### src/rtl/btn_hold_if.sv
// Button-conditioning bundle: raw button in, debounced level, press events and press count out.
interface btn_hold_if #(
   parameter int unsigned CNT_W = 8
);
   logic             btn_in;
   logic             btn_level;
   logic             press_pulse;
   logic             short_press;
   logic             long_press;
   logic             long_held;
   logic [CNT_W-1:0] press_count;

   modport master (
      output btn_in,
      input  btn_level, press_pulse, short_press, long_press, long_held, press_count
   );

   modport slave (
      input  btn_in,
      output btn_level, press_pulse, short_press, long_press, long_held, press_count
   );
endinterface

### src/rtl/btn_hold_detector.sv
// Synchronises and debounces the push button, times the hold and classifies each press as
// short or long. long_held selects the fast LED blink rate downstream.
//
// state | meaning
// IDLE  | debounced button released, waiting for a press
// HELD  | pressed, hold timer running toward the long-press threshold
// LONG  | long press declared, long_held asserted until release
module btn_hold_detector #(
   parameter int unsigned DEBOUNCE_CYCLES = 1_250_000,
   parameter int unsigned LONG_CYCLES     = 125_000_000,
   parameter int unsigned CNT_W           = 8
) (
   input  logic       clk,
   input  logic       reset_n,
   btn_hold_if.slave  bus
);
   localparam int unsigned DEB_W  = $clog2(DEBOUNCE_CYCLES + 1);
   localparam int unsigned HOLD_W = $clog2(LONG_CYCLES + 1);
   localparam logic [DEB_W-1:0]  DEB_LOAD  = DEB_W'(DEBOUNCE_CYCLES);
   localparam logic [HOLD_W-1:0] HOLD_LOAD = HOLD_W'(LONG_CYCLES - 1);

   typedef enum logic [1:0] {IDLE, HELD, LONG} state_t;

   state_t             state_q, state_d;
   logic               s1_q, s1_d;
   logic               btn_s_q, btn_s_d;
   logic               level_q, level_d;
   logic [DEB_W-1:0]   deb_q, deb_d;
   logic [HOLD_W-1:0]  hold_q, hold_d;
   logic               press_pulse_q, press_pulse_d;
   logic               short_press_q, short_press_d;
   logic               long_press_q, long_press_d;
   logic               long_held_q, long_held_d;
   logic [CNT_W-1:0]   count_q, count_d;
   logic               rise, fall;

   // Down-counters: the debounce timer needs DEBOUNCE_CYCLES+1 mismatching cycles to accept a
   // new level; the hold timer hits terminal count LONG_CYCLES edges after the rise.
   always_comb begin
      s1_d    = bus.btn_in;
      btn_s_d = s1_q;
      level_d = level_q;
      deb_d   = DEB_LOAD;
      if (btn_s_q != level_q) begin
         if (deb_q == '0) begin
            level_d = btn_s_q;
         end else begin
            deb_d = deb_q - DEB_W'(1);
         end
      end
      rise = level_d & ~level_q;
      fall = ~level_d & level_q;
   end

   always_comb begin
      state_d       = state_q;
      hold_d        = hold_q;
      count_d       = count_q;
      press_pulse_d = 1'b0;
      short_press_d = 1'b0;
      long_press_d  = 1'b0;
      case (state_q)
         IDLE: begin
            if (rise) begin
               state_d       = HELD;
               press_pulse_d = 1'b1;
               count_d       = count_q + CNT_W'(1);
               hold_d        = HOLD_LOAD;
            end
         end
         HELD: begin
            // A release landing on the threshold edge is still a short press.
            if (fall) begin
               state_d       = IDLE;
               short_press_d = 1'b1;
            end else if (hold_q == '0) begin
               state_d      = LONG;
               long_press_d = 1'b1;
            end else begin
               hold_d = hold_q - HOLD_W'(1);
            end
         end
         LONG: begin
            if (fall) begin
               state_d = IDLE;
            end
         end
         default: state_d = IDLE;
      endcase
      long_held_d = (state_d == LONG);
   end

   always_ff @(posedge clk or negedge reset_n) begin
      if (!reset_n) begin
         state_q       <= IDLE;
         s1_q          <= 1'b0;
         btn_s_q       <= 1'b0;
         level_q       <= 1'b0;
         deb_q         <= '0;
         hold_q        <= '0;
         press_pulse_q <= 1'b0;
         short_press_q <= 1'b0;
         long_press_q  <= 1'b0;
         long_held_q   <= 1'b0;
         count_q       <= '0;
      end else begin
         state_q       <= state_d;
         s1_q          <= s1_d;
         btn_s_q       <= btn_s_d;
         level_q       <= level_d;
         deb_q         <= deb_d;
         hold_q        <= hold_d;
         press_pulse_q <= press_pulse_d;
         short_press_q <= short_press_d;
         long_press_q  <= long_press_d;
         long_held_q   <= long_held_d;
         count_q       <= count_d;
      end
   end

   assign bus.btn_level   = level_q;
   assign bus.press_pulse = press_pulse_q;
   assign bus.short_press = short_press_q;
   assign bus.long_press  = long_press_q;
   assign bus.long_held   = long_held_q;
   assign bus.press_count = count_q;
endmodule

### src/flat_wrapper.sv
// flat-port wrapper written by rule: the top's interface ports become plain ports
module btn_hold_detector_flat 
#(
   parameter int unsigned DEBOUNCE_CYCLES = 1_250_000,
   parameter int unsigned LONG_CYCLES     = 125_000_000,
   parameter int unsigned CNT_W           = 8
)
  (clk, reset_n, bus_btn_in, bus_btn_level, bus_press_pulse, bus_short_press, bus_long_press, bus_long_held, bus_press_count);
  btn_hold_if #(.CNT_W(CNT_W)) bus_i ();
  input  logic clk;
  input  logic reset_n;
  input wire logic [$bits(bus_i.btn_in)-1:0] bus_btn_in;
  output wire logic [$bits(bus_i.btn_level)-1:0] bus_btn_level;
  output wire logic [$bits(bus_i.press_pulse)-1:0] bus_press_pulse;
  output wire logic [$bits(bus_i.short_press)-1:0] bus_short_press;
  output wire logic [$bits(bus_i.long_press)-1:0] bus_long_press;
  output wire logic [$bits(bus_i.long_held)-1:0] bus_long_held;
  output wire logic [$bits(bus_i.press_count)-1:0] bus_press_count;
  assign bus_i.btn_in = bus_btn_in;
  assign bus_btn_level = bus_i.btn_level;
  assign bus_press_pulse = bus_i.press_pulse;
  assign bus_short_press = bus_i.short_press;
  assign bus_long_press = bus_i.long_press;
  assign bus_long_held = bus_i.long_held;
  assign bus_press_count = bus_i.press_count;
  btn_hold_detector #(.DEBOUNCE_CYCLES(DEBOUNCE_CYCLES), .LONG_CYCLES(LONG_CYCLES), .CNT_W(CNT_W)) u_core (.clk(clk), .reset_n(reset_n), .bus(bus_i));
endmodule
### config.mk
export PLATFORM = sky130hd
export DESIGN_NAME = btn_hold_detector_flat
export DESIGN_NICKNAME = d
export VERILOG_FILES = /design/src/rtl/btn_hold_if.sv /design/src/rtl/btn_hold_detector.sv /design/src/flat_wrapper.sv
export SDC_FILE = /design/constraint.sdc
export NUM_CORES = 1
export LEC_CHECK = 0
export ABC_CLOCK_PERIOD_IN_PS = 6000
export CAP_MARGIN = 30
export CORE_UTILIZATION = 40
export DETAILED_ROUTE_END_ITERATION = 6
export HOLD_SLACK_MARGIN = 0.05
export PLACE_DENSITY = 0.63
export SLEW_MARGIN = 25
export SYNTH_ARGS = -nofsm -noshare
export SYNTH_HDL_FRONTEND = slang
export SYNTH_SLANG_ARGS = --single-unit
### constraint.sdc
create_clock -name clk -period 6 [get_ports clk]
set_clock_uncertainty 0.15 [all_clocks]
set_input_delay 1.2 -clock clk [delete_from_list [all_inputs] [get_ports clk]]
set_output_delay 1.2 -clock clk [all_outputs]
set_load 0.02 [all_outputs]
==> results by stage, run 1 <==
Status:
- The run finished with clean final reports.

Global route:
- The via count of the first global-routing pass is 2357.
- The first global-routing pass estimated 11.1 mm of wire.
- The pin count of the biggest net entering global routing is 66.
- The overall fraction of global-route tracks in use is 0.170.
- The number of antenna violations at the first check in global routing is 0.
- The global-route congestion overflow total is 0.

Cells and area:
- After the last flow step, the layout net total stands at 349.
- Measured on the finished design, the core utilization comes to 0.471.
- The total of fill cells in the finished design is 740.
- The number of standard cells in the layout, taps in and fillers out is 449.
- In the layout the commonest cells are sky130_fd_sc_hd__dfrtp_1 (65), sky130_fd_sc_hd__nor2_1 (44), sky130_fd_sc_hd__nand2_1 (32).
- Summing all multi-input logic gate instances after layout gives 1480 um^2.
- Of the cells placed in the final design, the portion with a size suffix greater than 1 is 0.0922.
- The most common library cell in the layout ignoring fill and taps is sky130_fd_sc_hd__dfrtp_1.
- The repair_antennas step left the layout with diodes totalling 0.
- The area growth from synthesis to layout is 14.2%.
- Summing all flip-flop and latch instances after layout gives 1630 um^2.
- Once layout is done, the placed cells without fillers occupy 3620 um^2.

Power:
- Power comes to 0.891 mW.
- The highest ir drop seen on vdd is 0.0000860 V.
- The power density relative to cell area is 246 nW/um^2.
- The total leakage power is 1.58 nW.

Detailed routing:
- The sum of routed wire length over all layers is 6.32 mm.
- The detailed router's first-iteration violation count is 108.
- The count of nets left with antenna violations once routing finished came out at 0.
- The average vias per placed instance is 5.38.
- Dividing the detail-routed wire length by the instance count gives 14.1 um.
- The detailed router placed 2415 vias in this run.
- The total DRC errors in the routed layout is 0.
- The number of detailed-routing iterations run before antenna repair is 5.

Setup path:
- The first element of the critical path is u_core.deb_q[0].
- The cell depth of the worst flop-to-flop path is 9.
- The endpoint of the most critical register-to-register path is u_core.hold_q[2].
- The worst setup path is captured at a register.
- The kind of critical path is register to register.
- The sort of element at the start of the critical path is a register.
- At the worst endpoint, the required time is 6.05 ns.
- The worst register-to-register path has a setup slack of 2.92 ns.
- Data on the critical path arrives at its endpoint at 3.13 ns.
- The critical register-to-register path startpoint is u_core.deb_q[0].
- The maximum fanout encountered on the critical timing path is 21.

Placement:
- Buffers placed on the I/O ports in this run total 15.
- At the end of routability-driven placement, the weighted congestion stood at 0.788.
- The wire-length estimate of the detail-placed layout is 4.26 mm.
- The setup slack at placement is 2.97 ns.
- Summing all placed instances gives a cell area of 3410 um^2.
- After detailed placement, the design holds a cell count of 434.

Job:
- The max-capacitance violation count is 0.

STA:
- Setup violations remaining at the end of the flow were counted as 0.
- The count of final max-slew check failures is 0.
- The worst-margin pin slew is 0.807 ns.
- For the final routed database, the setup TNS stands at 0 ns.
- The final critical-path required period is 3.08 ns.
- The final-layout worst hold slack is 0.205 ns.
- After layout, the worst setup slack is 2.92 ns.
- Setup repair after global routing left no endpoint under its margin.
- The max-slew headroom at the worst pin is 0.462.
- Static timing analysis puts the maximum clock frequency at 325 MHz.
- The final hold violation count came to 0.
- The share of the clock period used by the worst path after layout is 0.513.

Yosys:
- The average cell area after synthesis is 9.82 um^2.
- For this run, the number of Yosys warnings is 0.
- The top flip-flop cell by instance count after synthesis is sky130_fd_sc_hd__dfrtp_1.
- Counting distinct cell types in the post-synthesis netlist gives 46.
- After synthesis the netlist holds a flip-flop and latch count of 65.
- The number of flops mapped to enable cells by yosys is 0.
- Synthesis handed over a netlist of 323 instances.
- When the netlist entered floorplanning its net count stood at 329.
- The proportion of register bits with asynchronous set or reset after synthesis is 1.00.
- The share of the Yosys chip area taken by registers is 0.513.
- After synthesis the cells add up to 3170 um^2.

CTS:
- In this run the post-CTS setup repair buffer count came out at 0.
- The clock net sink count is 65.
- TritonCTS built the clock tree.
- At the later pin of the worst-skew pair, clock insertion delay measures 0.34 ns.
- After clock tree synthesis, the clock-pin slew on the worst setup and hold paths is 0.07 ns.
- Counting along the longest clock path gives a buffer depth of 2.
- TritonCTS created 9 clock buffers.
- The H-tree generated during clock tree synthesis spans 3 levels.
- Hold repair after CTS inserted 0 buffers.
- The buffer cell driving the clock tree root is sky130_fd_sc_hd__clkbuf_8.
- Post-CTS repair changed the size of 0 cells.

Floorplan:
- The initialized floorplan defines 32 standard-cell rows.
- During I/O placement, the number of pins put on the boundary was 16.
- The die covers 8290 um^2.
- The horizontal die dimension is 91.0 um.
- The die is 91.0 um tall.
- The starting density of the core is 0.413.
- The total area inside the core boundary comes to 7690 um^2.

Worst hold path:
- The path class of the lowest-slack min-delay path is register to register.
- The path with the worst hold slack has its endpoint at u_core.btn_s_q.
- In this run the most critical hold path is launched from u_core.btn_s_d.
- The worst hold path cell count is 0.
==> worst max-delay path: stages, from the launching register on <==
cell and delay [ns]:
sky130_fd_sc_hd__dfrtp_1 0.40, sky130_fd_sc_hd__inv_1 0.06, sky130_fd_sc_hd__ha_1 0.17, sky130_fd_sc_hd__nor3b_1 0.48, sky130_fd_sc_hd__nand4_1 0.44, sky130_fd_sc_hd__o41a_1 0.56
sky130_fd_sc_hd__a21oi_4 0.31, sky130_fd_sc_hd__inv_4 0.16, sky130_fd_sc_hd__a21oi_1 0.15, sky130_fd_sc_hd__a31oi_1 0.06
==> power breakdown <==
group	total, mW	internal [mW]	switching (mW)
clock	0.401	0.243	0.158
sequential	0.454	0.446	0.00782
combinational	0.0364	0.0124	0.0241
==> state kept, by name, summed over array words and instances, names as in the netlist, 2 cells and up <==
name,flops
u_core.deb_q,21
u_core.state_q,2
u_core.bus.press_count,8
u_core.hold_q,27
==> cell type report <==
type | instances | share of cell area
Inverter | 5 | 0.00587
Tap cell | 102 | 0.0352
Timing Repair Buffer | 17 | 0.0442
Clock buffer | 12 | 0.0401
Sequential cell | 65 | 0.449
Clock inverter | 3 | 0.0180
Multi-Input combinational cell | 245 | 0.408
==> cells by family after synthesis <==
logic type                 synth area share
xor gates and xnor gates             0.0635
and+or+nand+nor                       0.245
DFF                                   0.513
adders and majority gates            0.0118
AOI/OAI and AO/OA                     0.134
buffers and inverters                0.0221
muxes                                0.0107
==> Yosys cell counts (2+ instances only) <==
library cell | instances | area share
sky130_fd_sc_hd__a21boi_0 | 3 | 0.0071
sky130_fd_sc_hd__a21oi_1 | 18 | 0.028
sky130_fd_sc_hd__a31oi_1 | 9 | 0.018
sky130_fd_sc_hd__and2_1 | 2 | 0.0039
sky130_fd_sc_hd__and3_1 | 3 | 0.0059
sky130_fd_sc_hd__and4b_1 | 2 | 0.0063
sky130_fd_sc_hd__buf_6 | 2 | 0.0071
sky130_fd_sc_hd__clkbuf_1 | 5 | 0.0059
sky130_fd_sc_hd__dfrtp_1 | 65 | 0.51
sky130_fd_sc_hd__ha_1 | 3 | 0.012
sky130_fd_sc_hd__inv_1 | 4 | 0.0047
sky130_fd_sc_hd__mux2_2 | 3 | 0.011
sky130_fd_sc_hd__nand2_1 | 32 | 0.038
sky130_fd_sc_hd__nand2b_1 | 6 | 0.012
sky130_fd_sc_hd__nand3_1 | 6 | 0.0095
sky130_fd_sc_hd__nand4_1 | 7 | 0.014
sky130_fd_sc_hd__nor2_1 | 44 | 0.052
sky130_fd_sc_hd__nor3_1 | 14 | 0.022
sky130_fd_sc_hd__nor4_1 | 6 | 0.012
sky130_fd_sc_hd__nor4_4 | 2 | 0.013
sky130_fd_sc_hd__o21a_1 | 3 | 0.0071
sky130_fd_sc_hd__o21ai_0 | 21 | 0.033
sky130_fd_sc_hd__o21ai_1 | 2 | 0.0032
sky130_fd_sc_hd__o31ai_1 | 4 | 0.0095
sky130_fd_sc_hd__o41ai_1 | 4 | 0.011
sky130_fd_sc_hd__or2_2 | 2 | 0.0039
sky130_fd_sc_hd__or3_1 | 4 | 0.0079
sky130_fd_sc_hd__or4_1 | 7 | 0.017
sky130_fd_sc_hd__or4_4 | 2 | 0.0071
sky130_fd_sc_hd__xnor2_1 | 16 | 0.044
sky130_fd_sc_hd__xor2_1 | 7 | 0.019
==> metal layers <==
layer  up-vias  GRT usage  wire, um
met5         -          0         0
met4         0     0.0675        70
met3         8     0.0427       222
met2        54      0.273      2980
met1      1156      0.220      3040
li1       1197          -         -
==> worst max path at each step <==
stage                              endpoint  slack, ns
after floorplan           u_core.hold_q[26]       3.32
after global placement    u_core.hold_q[21]       3.03
after detailed placement   u_core.hold_q[2]       2.97
after CTS                  u_core.hold_q[2]       2.91
after global routing      u_core.hold_q[12]       2.66
final                      u_core.hold_q[2]       2.92
Note: power is estimated with default switching activity, not from simulation.
==> run 2, diff against run 1 <==
ABC_CLOCK_PERIOD_IN_PS = 3170   (was 6000)
clock period = 3.17 ns   (was 6 ns; I/O delays follow)
==> run 2 against run 1 <==
- non-clock buffer count up 6
- cell count rose by 1.6%
- core utilization grew 0.41 points
- critical endpoint is now u_core.hold_q[26]
==> results by stage, run 2 (synthesis results as in run 1) <==
Power:
- The highest ir drop seen on vdd came to 0.000170 V (was 0.0000860 V).
- The total leakage power came to 1.59 nW (was 1.58 nW).
- The power density relative to cell area came to 446 nW/um^2 (was 246 nW/um^2).

Detailed routing:
- The detailed router's first-iteration violation count is 91 (was 108).
- The average vias per placed instance is 5.42 (was 5.38).
- The total DRC errors in the routed layout is 0 (unchanged).
- The routed length per instance is 14.6 um (was 14.1 um).
- The total number of vias is 2470 (was 2415).
- The number of detailed-routing iterations run before antenna repair is 4 (was 5).
- The post-route antenna net violation count is 0 (unchanged).
- The sum of routed wire length over all layers is 6.64 mm (was 6.32 mm).

Worst hold path:
- The worst hold path cell count came to 0 (unchanged).
- The path class of the lowest-slack min-delay path is register to register (unchanged).

Cells and area:
- The register area was 1630 um^2 (unchanged).
- The synthesis-to-layout area growth is 15.2% (was 14.2%).
- The register name with the most flops was u_core.hold_q (unchanged).
- The flip-flop count of the largest register, all copies and words added is 27 (unchanged).
- The most common library cell in the layout ignoring fill and taps is sky130_fd_sc_hd__dfrtp_1 (unchanged).
- The multi-input gate area in the final layout was 1480 um^2 (unchanged).
- The total of fill cells in the finished design is 723 (was 740).
- The end-of-flow core utilization is 0.475 (was 0.471).
- The final net count came to 355 (was 349).
- The post-route standard cell area excluding fillers is 3650 um^2 (was 3620 um^2).
- Highest-count cells in the layout ignoring fill and taps: sky130_fd_sc_hd__dfrtp_1 (65), sky130_fd_sc_hd__nor2_1 (43), sky130_fd_sc_hd__nand2_1 (32) (was sky130_fd_sc_hd__dfrtp_1 (65), sky130_fd_sc_hd__nor2_1 (44), sky130_fd_sc_hd__nand2_1 (32)).
- The number of standard cells in the layout, taps in and fillers out was 456 (was 449).
- The diode insertion count for antenna repair is 0 (unchanged).
- The fraction of final layout cells sized beyond drive strength 1 is 0.113 (was 0.0922).

CTS:
- The clock latency reported for the late side of the worst-skew pair is 0.35 ns (was 0.34 ns).
- The setup fix buffers added after clock tree synthesis is 0 (unchanged).
- The maximum clock path buffer count is 2 (unchanged).
- The count of H-tree levels built during CTS was 3 (unchanged).
- The buffer cell driving the clock tree root is sky130_fd_sc_hd__clkbuf_8 (unchanged).
- The clock net sink count is 65 (unchanged).
- The total CTS buffers is 9 (unchanged).
- The cts-stage hold buffer count is 0 (unchanged).
- The number of gates resized after cts came to 0 (unchanged).
- The clock tree from TritonCTS is yes (unchanged).
- The clock transition at the register clock pins on the worst setup and hold paths after CTS was 0.07 ns (about the same).

STA:
- The maximum frequency from static timing analysis is 347 MHz (was 325 MHz).
- RSZ-0062 raised after global routing: false (unchanged).
- The worst-margin pin slew is 0.784 ns (was 0.807 ns).
- The count of final max-slew check failures is 0 (unchanged).
- The setup TNS came to 0 ns (unchanged).
- The final critical-path required period was 2.88 ns (was 3.08 ns).
- The number of endpoints failing setup at the final stage is 0 (unchanged).
- The final worst setup slack is 0.288 ns (was 2.92 ns).
- The share of the clock period used by the worst path after layout came to 0.909 (was 0.513).
- The final hold violation count is 0 (unchanged).
- The max-slew headroom at the worst pin is 0.478 (was 0.462).

Global route:
- The number of antenna violations at the first check in global routing is 0 (unchanged).
- The global-route congestion overflow total is 0 (unchanged).
- The first-pass GRT wire length was 11.6 mm (was 11.1 mm).
- The pin count of the biggest net entering global routing is 35 (was 66).
- The via count of the first global-routing pass is 2420 (was 2357).
- The overall fraction of global-route tracks in use was 0.181 (was 0.170).

Setup path:
- The slowest cell on the critical path was sky130_fd_sc_hd__or4b_1 (was sky130_fd_sc_hd__o41a_1).
- The sort of element at the start of the critical path is a register (unchanged).
- The data arrival at the endpoint of the critical path is 2.97 ns (was 3.13 ns).
- The cell depth of the worst flop-to-flop path came to 7 (was 9).
- The maximum fanout encountered on the critical timing path was 7 (was 21).
- The maximum cell stage delay along the critical path is 0.56 ns (about the same).
- The required time reported for the critical path endpoint is 3.26 ns (was 6.05 ns).
- The kind of critical path is register to register (unchanged).
- Critical Path, Cell by Cell: inv_1 -> ha_1 -> or4b_1 -> nor4_4 -> nand2_1 -> or4_1 -> mux2_2 (was inv_1 -> ha_1 -> nor3b_1 -> nand4_1 -> o41a_1 -> a21oi_4 -> inv_4 -> a21oi_1 -> a31oi_1).
- The sort of element at the end of the critical path is a register (unchanged).

Floorplan:
- The area of the core came to 7690 um^2 (unchanged).
- The die outline height came to 91.0 um (unchanged).
- The boundary pin count came to 16 (unchanged).
- The horizontal die dimension was 91.0 um (unchanged).
- The site row count is 32 (unchanged).
- The starting density of the core is 0.413 (unchanged).
- The area of the die is 8290 um^2 (unchanged).

Job:
- The max-capacitance violation count was 0 (unchanged).

Placement:
- The cell area after placement was 3460 um^2 (was 3410 um^2).
- The setup slack at placement is 0.302 ns (was 2.97 ns).
- The final weighted congestion of routability-driven global placement is 0.762 (was 0.788).
- The HPWL after detailed placement is 4.39 mm (was 4.26 mm).
- The placed instance count was 440 (was 434).
- The number of buffer cells added on primary ports is 15 (unchanged).

Status:
- Result of the run: complete, no violations (unchanged).
==> run 2: cell count changes in the layout (fill, tap and decap cells not counted) <==
cell / change
sky130_fd_sc_hd__bufinv_16: -1
sky130_fd_sc_hd__clkinvlp_4: +2
sky130_fd_sc_hd__clkinv_2: +1
sky130_fd_sc_hd__clkbuf_1: -1
sky130_fd_sc_hd__buf_4: +6
sky130_fd_sc_hd__nor2b_1: +1
sky130_fd_sc_hd__nor2_2: +1
sky130_fd_sc_hd__nor2b_2: -1
sky130_fd_sc_hd__nor2_1: -1
==> run 2: routing by layer <==
metal	wire length, um	track usage
met4	147	0.0992
met1	3180	0.233
met2	3110	0.287
met5	0	0
met3	201	0.0352
==> run 2: final timing paths <==
check,start,to,slack (ns)
setup / recovery,u_core.hold_q[0],u_core.hold_q[26],0.29
hold / removal,u_core.btn_s_d,u_core.btn_s_q,0.20
setup reg to reg,u_core.hold_q[0],u_core.hold_q[26],0.29
hold reg to reg,u_core.btn_s_d,u_core.btn_s_q,0.20
max in group asynchronous,reset_n,u_core.bus.btn_level,1.92
min in group asynchronous,reset_n,u_core.deb_q[4],0.21
==> run 2: layout make-up <==
class / instances / share of cell area
sequential: 65 / 0.445
multi-input combinational: 245 / 0.404
timing repair buffer: 23 / 0.0561
clock buffer: 11 / 0.0387
tap: 102 / 0.0349
clock inverter: 5 / 0.0151
inverter: 5 / 0.00582
==> run 2: power by group <==
part           switching, mW  internal [mW]  total (mW)
combinational         0.0464         0.0277      0.0741
clock                  0.315          0.382       0.697
sequential            0.0153          0.844       0.860
==> run 2: per-stage QoR <==
step,total power [mW],hold WS (ns)
2_1_floorplan,0.915,0.181
5_1_grt,1.70,0.218
4_1_cts,1.66,0.204
3_3_place_gp,0.950,0.184
6_report,1.63,0.199
3_5_place_dp,0.952,0.188
==> run 2: worst max-delay path: cells and delay by family, from the launching register on <==
family / cells / cell delay (ns)
fa+ha+maj: 1 / 0.20
buf+inv: 1 / 0.10
flops: 1 / 0.40
mux: 1 / 0.28
simple gates: 4 / 1.64
